===== src/rtl/id_ex_stage.sv =====
// ID->EX operand stage: register-file addressing, MEM/WB bypass, RAW hazard
// detection with bubble insertion, and the EX pipeline register.
module id_ex_stage #(
    parameter int CTRL_W = 8,
    parameter int CNT_W  = 16
) (
    input  logic              clk,
    input  logic              reset,
    input  logic              id_valid,
    input  logic [31:0]       id_pc,
    input  logic [4:0]        id_rs1,
    input  logic [4:0]        id_rs2,
    input  logic              id_use1,
    input  logic              id_use2,
    input  logic [4:0]        id_rd,
    input  logic              id_regw,
    input  logic              id_memrd,
    input  logic [31:0]       id_imm,
    input  logic [CTRL_W-1:0] id_ctrl,
    output logic [4:0]        rf_rs1,
    output logic [4:0]        rf_rs2,
    input  logic [31:0]       rf_rd1,
    input  logic [31:0]       rf_rd2,
    input  logic              mem_regw,
    input  logic              mem_memrd,
    input  logic [4:0]        mem_rd,
    input  logic [31:0]       mem_data,
    input  logic              wb_regw,
    input  logic [4:0]        wb_rd,
    input  logic [31:0]       wb_data,
    input  logic              flush,
    input  logic              pipe_stall,
    output logic              id_stall,
    output logic              ex_valid,
    output logic [31:0]       ex_pc,
    output logic [4:0]        ex_rd,
    output logic              ex_regw,
    output logic              ex_memrd,
    output logic [31:0]       ex_imm,
    output logic [CTRL_W-1:0] ex_ctrl,
    output logic [31:0]       ex_op1,
    output logic [31:0]       ex_op2,
    output logic [CNT_W-1:0]  bubble_cnt
);

    logic [31:0] op1;
    logic [31:0] op2;
    logic        pend1;
    logic        pend2;
    logic        hazard;

    assign rf_rs1 = id_rs1;
    assign rf_rs2 = id_rs2;

    // A loaded value in MEM is not yet available, so it never bypasses;
    // WB bypass covers the RegFile returning the old value in its write cycle.
    function automatic logic [31:0] resolve(
        input logic [4:0]  rs,
        input logic [31:0] rf_data,
        input logic        m_regw,
        input logic        m_memrd,
        input logic [4:0]  m_rd,
        input logic [31:0] m_data,
        input logic        w_regw,
        input logic [4:0]  w_rd,
        input logic [31:0] w_data
    );
        if (rs == 5'd0)
            return 32'd0;
        else if (m_regw && !m_memrd && m_rd == rs)
            return m_data;
        else if (w_regw && w_rd == rs)
            return w_data;
        else
            return rf_data;
    endfunction

    // NOTE: every always_comb output gets a default first so no path can infer a latch.
    always_comb begin
        op1 = 32'd0;
        op2 = 32'd0;
        op1 = resolve(id_rs1, rf_rd1, mem_regw, mem_memrd, mem_rd, mem_data,
                      wb_regw, wb_rd, wb_data);
        op2 = resolve(id_rs2, rf_rd2, mem_regw, mem_memrd, mem_rd, mem_data,
                      wb_regw, wb_rd, wb_data);
    end

    assign pend1 = (ex_valid && ex_regw && ex_rd == id_rs1) ||
                   (mem_regw && mem_memrd && mem_rd == id_rs1);
    assign pend2 = (ex_valid && ex_regw && ex_rd == id_rs2) ||
                   (mem_regw && mem_memrd && mem_rd == id_rs2);

    assign hazard = id_valid &&
                    ((id_use1 && id_rs1 != 5'd0 && pend1) ||
                     (id_use2 && id_rs2 != 5'd0 && pend2));

    assign id_stall = pipe_stall || (hazard && !flush);

    // NOTE: state registers use non-blocking assignments so every flop samples pre-edge values.
    always_ff @(posedge clk or negedge reset) begin
        if (!reset) begin
            ex_valid   <= 1'b0;
            ex_pc      <= 32'd0;
            ex_rd      <= 5'd0;
            ex_regw    <= 1'b0;
            ex_memrd   <= 1'b0;
            ex_imm     <= 32'd0;
            ex_ctrl    <= '0;
            ex_op1     <= 32'd0;
            ex_op2     <= 32'd0;
            bubble_cnt <= '0;
        end else if (!pipe_stall) begin
            if (flush || hazard) begin
                // Bubble: only the qualifying bits clear, payload fields hold.
                ex_valid <= 1'b0;
                ex_regw  <= 1'b0;
                ex_memrd <= 1'b0;
                if (!flush && bubble_cnt != '1)
                    bubble_cnt <= bubble_cnt + CNT_W'(1);
            end else begin
                ex_valid <= id_valid;
                ex_pc    <= id_pc;
                ex_rd    <= id_rd;
                ex_regw  <= id_regw;
                ex_memrd <= id_memrd;
                ex_imm   <= id_imm;
                ex_ctrl  <= id_ctrl;
                ex_op1   <= op1;
                ex_op2   <= op2;
            end
        end
    end

endmodule

===== config.mk =====
export PLATFORM = sky130hd
export DESIGN_NAME = id_ex_stage
export DESIGN_NICKNAME = d
export VERILOG_FILES = /design/src/rtl/id_ex_stage.sv
export SDC_FILE = /design/constraint.sdc
export NUM_CORES = 1
export LEC_CHECK = 0
export CORE_MARGIN = 4
export CORE_UTILIZATION = 30
export CTS_BUF_LIST = sky130_fd_sc_hd__clkbuf_8 sky130_fd_sc_hd__clkbuf_16
export DETAILED_ROUTE_END_ITERATION = 7
export PLACE_DENSITY = 0.61
export SLEW_MARGIN = 20
export SYNTH_ARGS = -nofsm -noshare
export SYNTH_HDL_FRONTEND = slang
export SYNTH_SLANG_ARGS = --single-unit

===== constraint.sdc =====
create_clock -name clk -period 2.6 [get_ports clk]
set_clock_uncertainty 0.15 [all_clocks]
set_input_delay 0.26 -clock clk [delete_from_list [all_inputs] [get_ports clk]]
set_output_delay 0.26 -clock clk [all_outputs]
set_load 0.01 [all_outputs]

==> flow_summary_export.csv <==
group,metric,value,unit
finish,syn_to_final_growth,64.98,%
power,power.total,7.684,mW
critical_path,critPathKind,"in2out",
timing,hold_viol_final,0,
logic_synthesis,ys_top_cells_by_area,"dfrtp_1 (49%), mux2_2 (11%), o31ai_2 (8.1%)",
critical_path,r2r_setup_slack,0.27,ns
route,wirelength,28.75,mm
clocking,clk_pin_slew,0.07,ns
place,port_buffers,407,
run_status,outcome,"completed",
timing,fin_crit_sh,97.44,%
clocking,cts_buffers,17,
logic_synthesis,mappedNetlistArea,8214,um2
route,ant_nets,0,
clocking,clockBufferDepth,2,
finish,nets,1386,
global_route,grt.total_usage,18.69,%
critical_path,rr_worst_depth,7,
finish,fillers,2457,
critical_path,max_stage_delay,0.57,ns
logic_synthesis,ys_async_sr_fraction,100.0,%
route,wirelength_met1,11.53,mm
timing,worstMarginPinSlew,0.6395,ns
place,place_congestion,0.7933,
critical_path,slowest_stage,"or4_4",
logic_synthesis,synth_top_area_share,48.74,%
global_route,grt-ovfl-total,0,
logic_synthesis,yosysTopAreaCell,"dfrtp_1",
critical_path,critPathLaunchType,"primary input",
power,ir_drop,312.4,uV
die,die_x,173.5,um
global_route,grt_pass1_wl,44.63,mm
route,drt-initial-drc-count,270,
route,routed.top_layer,"met4",
power,p_per_area,567.0,nW/um2
place,dp_hpwl,21.76,mm
power,seqPwrFrac,39.0,%
route,num_vias,7013,
clocking,cts_tree,"done",
global_route,antenna_found_initial,2,
timing,slew_viol_final,0,
critical_path,crit_family,"simple AND/OR/NAND/NOR gates",
critical_path,critPathMaxFanout,2,
route,dr.pass1.iters,5,
run,cap_violations,0,
logic_synthesis,ys_warn_count,0,
global_route,grt_pass1_vias,7508,
logic_synthesis,seq_area_frac_synth,48.74,%
finish,drive_gt1_share,19.64,%
route,wire_per_inst,19.11,um
clocking,htree_levels,4,
global_route,grt_start_max_net_pins,93,
critical_path,cp-startpoint,"id_rs1[1]",
power,pwr-share-comb,27.0,%
die,core,26950,um2
timing,maxSlewHeadroom,57.37,%
critical_path,timing.critical_path.buf_inv,2,
route,vias_per_cell,4.663,
clocking,clock_sinks,160,
timing,period_minus_slack,2.533,ns
die,ios,408,
power,swShare,28.71,%
power,internal_power,5.478,mW
clocking,clock_latency,0.43,ns
finish,stdcell_count,1504,
die,die_h,173.5,um
critical_path,arrival,2.12,ns
power,p_leak,5.518,nW
clocking,cts_root_buf,"clkbuf_16",
critical_path,required,2.19,ns
timing,max_freq,394.7,MHz
route,wl_met3,2.884,mm
die,rows,60,
logic_synthesis,synth_ff_type,"dfrtp_1",
critical_path,worstReg2RegStart,"bubble_cnt[10]",
route,remaining_drc_errors,0,
die,start_util,30.48,%
place,dp.cells,1468,
place,pre_cts_ws,-0.2579,ns
timing,setup_violations,0,
logic_synthesis,synth_cell_types,33,
logic_synthesis,synth.avg_cell_area,11.19,um2
logic_synthesis,yosysMostFrequentCell,"dfrtp_1",
die,die_area,30090,um2
critical_path,worstSetupEndpointType,"primary output",
critical_path,worstPathCellList,"clkdlybuf4s50_1 -> or4_4 -> nor2_4 -> nor2_1 -> o21ai_2 -> a21oi_1 -> or2_2 -> clkdlybuf4s15_1",
logic_synthesis,synthesis.instances,734,
route,met2_length,13.88,mm
critical_path,path_depth,8,
logic_synthesis,synth_edf_count,0,
timing,rsz0062_at_grt,"false",
power,p_switching,2.206,mW
hold_path,hold_class,"in2async",
logic_synthesis,synth_seq_cells,160,
logic_synthesis,syn_nets,972,
timing,layout_setup_ws,0.06657,ns
logic_synthesis,synth_top_cells_by_count,"dfrtp_1 (160), nand2_1 (141), mux2_2 (78)",
power,clock_power_share,34.0,%
[timing repair]
action,in CTS,in global routing
setup buffers,1,0
hold endpoints to repair,160,0
gates resized for setup,2,3
pin swaps,0,1
gates cloned,0,0
endpoints found under the setup margin,1,1
hold buffers,1,0
[power by group through the flow]
stage	registers (mW)	clock network [mW]	logic, mW
after floorplan	3.18	0	0.601
after global placement	3.03	0	2.09
after detailed placement	3.04	0	2.10
after CTS	3.00	2.71	2.11
after global routing	3.04	2.82	2.23
final	2.99	2.62	2.07
[metrics by stage]
| step | hold slack (ns) | area (um2) | util, % | setup TNS [ns] |
|---|---|---|---|---|
| final | 0.2437 | 13550 | 50.28 | 0 |
| after global routing | 0.2633 | 13550 | 50.28 | 0 |
| after CTS | 0.2384 | 13540 | 50.22 | 0 |
| after detailed placement | 0.1322 | 12910 | 47.92 | -17.89 |
| after global placement | 0.1439 | 12910 | 47.92 | -15.28 |
| after floorplan | -0.1856 | 8214 | - | 0 |
[cell usage in the layout (no fill, tap or decap), types with 17 or more instances in the layout]
cell,n
buf_4,36
clkbuf_16,17
clkdlybuf4s50_1,404
dfrtp_1,160
mux2_2,78
mux2i_1,64
nand2_1,141
o21ai_0,67
o31ai_2,53
xnor2_1,34
[worst min-delay path, stage by stage]
cell and delay [ns]:
dlygate4sd3_1 0.56, buf_6 0.12, buf_12 0.29
[flip-flops by register name, summed over array words and instances (netlist names)]
signal and cells:
ex_memrd 1, ex_rd 5, ex_pc 32, ex_op2 32, ex_valid 1, bubble_cnt 16
ex_regw 1, ex_op1 32, ex_ctrl 8, ex_imm 32
[cell families (layout without fill, tap and decap cells)]
family | count (synthesis) | in the layout | synth area share (%)
xor+xnor | 45 | 45 | 4.798
fa+ha+maj | 1 | 1 | 0.1523
mux | 142 | 142 | 18.49
compound gates | 136 | 136 | 13.68
simple gates | 184 | 184 | 9.764
other cells | 0 | 2 | 0
flops | 160 | 160 | 48.74
buf+inv | 66 | 493 | 4.372
[final timing paths]
path,to
max in group asynchronous,ex_pc[28]
hold reg to reg,ex_op2[3]
min in group clk,ex_memrd
hold / removal,ex_op2[23]
setup / recovery,id_stall
setup reg to reg,bubble_cnt[1]
[final cells by class]
type / count / area (um2) / share of cell area [%]
timing repair buffer: 457 / 4614 / 34.05
sequential: 160 / 4004 / 29.54
multi-input combinational: 508 / 3881 / 28.64
clock buffer: 18 / 439.2 / 3.241
tap: 341 / 426.7 / 3.148
clock inverter: 14 / 166.4 / 1.228
inverter: 4 / 15.01 / 0.1108
antenna: 2 / 5.005 / 0.03693
[per-layer routing]
metal | vias up | track usage [%]
li1 | 3405 | -
met1 | 3309 | 21.95
met2 | 275 | 31.34
met3 | 24 | 8.179
met4 | 0 | 4.955
met5 | - | 0
(Power assumes the default switching activity.)
==> variant 1 (same settings) <==
`CNT_W`: 16 -> 32.
--- a/src/rtl/id_ex_stage.sv
+++ b/src/rtl/id_ex_stage.sv
@@ -2,7 +2,7 @@
 // detection with bubble insertion, and the EX pipeline register.
 module id_ex_stage #(
     parameter int CTRL_W = 8,
-    parameter int CNT_W  = 16
+    parameter int CNT_W  = 32
 ) (
     input  logic              clk,
     input  logic              reset,
Interface: changed (resized bubble_cnt); port bits go from 408 to 424. The function was not compared with the original's and may differ.
==> variant 1 against the unedited design <==
  * Wire length grew 20%
  * Die area rose by 9.6%
  * Area after synthesis grew 10%
  * Cell area increased by 9.3%
  * Sequential cell count up 16
  * Non-clock buffer count is 43 higher
  * Worst setup slack improved by 0.031 ns
  * Combinational power rose by 11%
  * Total power rose by 6.6%
  * Largest cell class unchanged
==> variant 1: results (changes against the unedited design) <==
status: "finished clean"
reg2reg_slack_ns: 0.21  # -0.06 ns
crit_start: "id_rs2[1]"
dp_cells: 1649  # +12%
place_area_mm2: 0.0142  # +10%
max_stage_delay_ns: 0.55  # -0.02 ns
layout-drive-gt1-share: 0.203  # +0.00625
drt_iter0_markers: 543  # +100%
p_sw_uw: 2260  # +2.5%
grt_pass1_wl_um: 52200  # +17%
num_vias: 8285  # +18%
crit_path_top_delay_cell: "clkdlybuf4s50_1"
leakagePower_uw: 0.00618  # +12%
yosys-top-cells-count: "176 x dfrtp_1, 143 x nand2_1, 85 x mux2_2"
ir_drop_mv: 0.472  # +51%
tightestPinTransition_ns: 0.551  # -0.0887 ns
r2r_start: "bubble_cnt[8]"
cp.arrival_ns: 2.09  # -0.03 ns
avgViaCountPerCell: 4.92  # +5.4%
gp_congestion: 0.844  # +6.3%
first_global_vias: 8776  # +17%
grt_usage: 0.204  # +0.0171
ys_seq_area_frac: 0.487  # about the same
hpwl_um: 26700  # +23%
worstRegToRegCells: 6  # -1
io_buffer_count: 423  # +3.9%
syn_inst: 824  # +12%
antenna_found_initial: 7  # +5
r2r-end: "bubble_cnt[29]"
[variant 1: worst min-delay path by stage]
stage | from | endpoint | slack, ns | depth (start not counted)
floorplan | reset | bubble_cnt[0] | -0.19 | 0
global route | reset | ex_ctrl[2] | 0.23 | 2
detailed placement | reset | ex_ctrl[2] | 0.12 | 1
finish | reset | ex_ctrl[2] | 0.21 | 2
CTS | reset | ex_ctrl[2] | 0.21 | 2
global placement | reset | ex_ctrl[2] | 0.12 | 1
[variant 1: routing by layer]
metal  GRT usage  part of all wire
met3      0.0787             0.096
met1       0.241              0.39
met4      0.0594             0.021
met5           0            0.0018
met2       0.346              0.49
[variant 1: per-stage QoR]
| stage | setup slack, ns | hold slack (ns) |
|---|---|---|
| 5_1_grt | 0.0173 | 0.233 |
| 4_1_cts | 0.0583 | 0.206 |
| 3_3_place_gp | -0.294 | 0.123 |
| 2_1_floorplan | 0.382 | -0.186 |
| 3_5_place_dp | -0.293 | 0.125 |
| 6_report | 0.0971 | 0.210 |
[variant 1: power groups by stage]
stage | sequential [µW] | combinational, µW | clock (µW)
2_1_floorplan | 3510 | 657 | 0
3_3_place_gp | 3340 | 2310 | 0
3_5_place_dp | 3360 | 2310 | 0
4_1_cts | 3310 | 2320 | 2670
5_1_grt | 3360 | 2440 | 2780
6_report | 3310 | 2290 | 2590
[variant 1: cell families after synthesis]
family          Yosys count  share of synthesized area
fa+ha+maj                 1                    0.00138
xor+xnor                 60                     0.0581
mux                     142                      0.200
flops                   176                      0.487
buf+inv                  67                     0.0393
compound gates          135                     0.0867
simple gates            243                      0.127
[variant 1: worst max-delay path: cells and delay by family]
| family | cells | cell delay (ns) |
|---|---|---|
| XOR/XNOR | 1 | 0.14 |
| buffers and inverters | 2 | 0.80 |
| AO/OA/AOI/OAI | 1 | 0.12 |
| AND/OR/NAND/NOR | 3 | 0.77 |
[variant 1: area by class of cell]
cell class | count | area (µm²)
Inverter | 4 | 15.0
Fill cell | 2743 | 14900
Clock inverter | 14 | 145
Sequential cell | 176 | 4410
Multi-Input combinational cell | 581 | 4290
Clock buffer | 18 | 439
Antenna cell | 2 | 5.00
Timing Repair Buffer | 500 | 5020
Tap cell | 390 | 488
[variant 1: what timing repair did]
item,in CTS,in global routing
endpoints found under the setup margin,1,3
gates resized for setup,6,4
endpoints found under the hold margin,47,0
setup buffers,0,1
hold buffers,1,0
pin swaps,1,4
==> variant 2 (config.mk and constraints unchanged) <==
Without the edit above. Reset style: synchronous (`reset`), changed in one clocked block.
--- a/src/rtl/id_ex_stage.sv
+++ b/src/rtl/id_ex_stage.sv
@@ -97,7 +97,7 @@
     assign id_stall = pipe_stall || (hazard && !flush);
 
     // NOTE: state registers use non-blocking assignments so every flop samples pre-edge values.
-    always_ff @(posedge clk or negedge reset) begin
+    always_ff @(posedge clk) begin
         if (!reset) begin
             ex_valid   <= 1'b0;
             ex_pc      <= 32'd0;
Function: differs if reset is asserted again (counterexample within 4 cycles, from zero or initial values and one cycle with reset low); with reset held inactive, the same outputs for 4 cycles.
==> variant 2 against the unedited design <==
  * Hold slack lost 0.15 ns
  * Global-route usage grew 0.54 points
  * Wire length grew 3.7%
  * Total power shrank 17%
  * Critical path type is now input pin to flop
  * Sequential cell count is the same
  * Core utilization grew 1.6 points
  * Via count grew 19%
  * Worst setup slack lost 0.032 ns
  * First-iteration DRC count grew 83%
  * Register-to-register slack lost 0.15 ns
  * Cell area shrank 3.0%
  * Count of clock-buffer cells in the layout shrank 1
  * Area after synthesis shrank 5.5%
  * Clock power shrank 4%
==> variant 2: results (changes against the unedited design) <==
antenna_found_initial: 1  # -1
synthFlopType: "dfxtp_1"
num_vias: 8350  # +19%
status: "finished clean"
synthesis.nets: 1187  # +22%
holdCritPathClass: "input pin to flop"
reg2reg_slack_ns: 0.12  # -0.15 ns
crit_start: "id_rs1[0]"
ir_drop_mv: 0.302  # -3.5%
critPathKind: "input pin to flop"
met1_usage: 0.228  # +0.00837
crit_family: "buffers and inverters"
grt_usage: 0.192  # +0.00536
place_area_mm2: 0.0124  # -4.2%
synth.area.top_cells: "dfxtp_1 41%, nand3_1 9.9%, mux2i_1 8.4%"
cp-endpoint: "ex_op2[3]"
critPathMaxFanout: 18  # +16
cp.arrival_ns: 2.76  # +0.64 ns
r2r_start: "ex_rd[2]"
p_per_area_mw_per_mm2: 487  # -14%
grtUsageMet2: 0.331  # +0.0180
async_flop_share: 0  # -1.00
grt_pass1_wl_um: 43500  # -2.4%
met3_usage: 0.0579  # -0.0239
power_combinational_uw: 1270  # -39%
hpwl_um: 22000  # +1.2%
grt_max_degree: 110  # +18%
cts_resized: 7  # +5
drt_iter0_markers: 494  # +83%
syn_inst: 949  # +29%
synth_cell_types: 32  # -3.0%
layout-drive-gt1-share: 0.0944  # -0.102
cts_setup_buffers: 2  # +1
variant 2: changes by cell type after synthesis, sizes merged, moves of 20 or more:
cell and delta:
nand3 +147, clkbuf +27, dfrtp -160, xnor2 -20, mux2 -78, dfxtp +160
o21ai +82
variant 2: cell type report:
type                    instances  share of cell area
repair buffers                480               0.372
clock inverters                15              0.0123
diodes                          1            0.000190
inverters                       3            0.000857
flip-flops and latches        160               0.244
clock buffers                  17              0.0324
well taps                     330              0.0314
multi-input cells             691               0.307
variant 2: logic make-up after synthesis:
family / count (synthesis) / synth area share
AO/OA/AOI/OAI: 239 / 0.179
multiplexers: 65 / 0.0838
flip-flops: 160 / 0.413
buffers and inverters: 98 / 0.0766
AND/OR/NAND/NOR: 353 / 0.209
adder cells (fa/ha/maj): 1 / 0.00161
XOR/XNOR: 33 / 0.0372
variant 2: tightest hold or removal path, cell delays in order:
cell	delay, ns
buf_6	0.19
nand2_1	0.10
o21ai_0	0.06
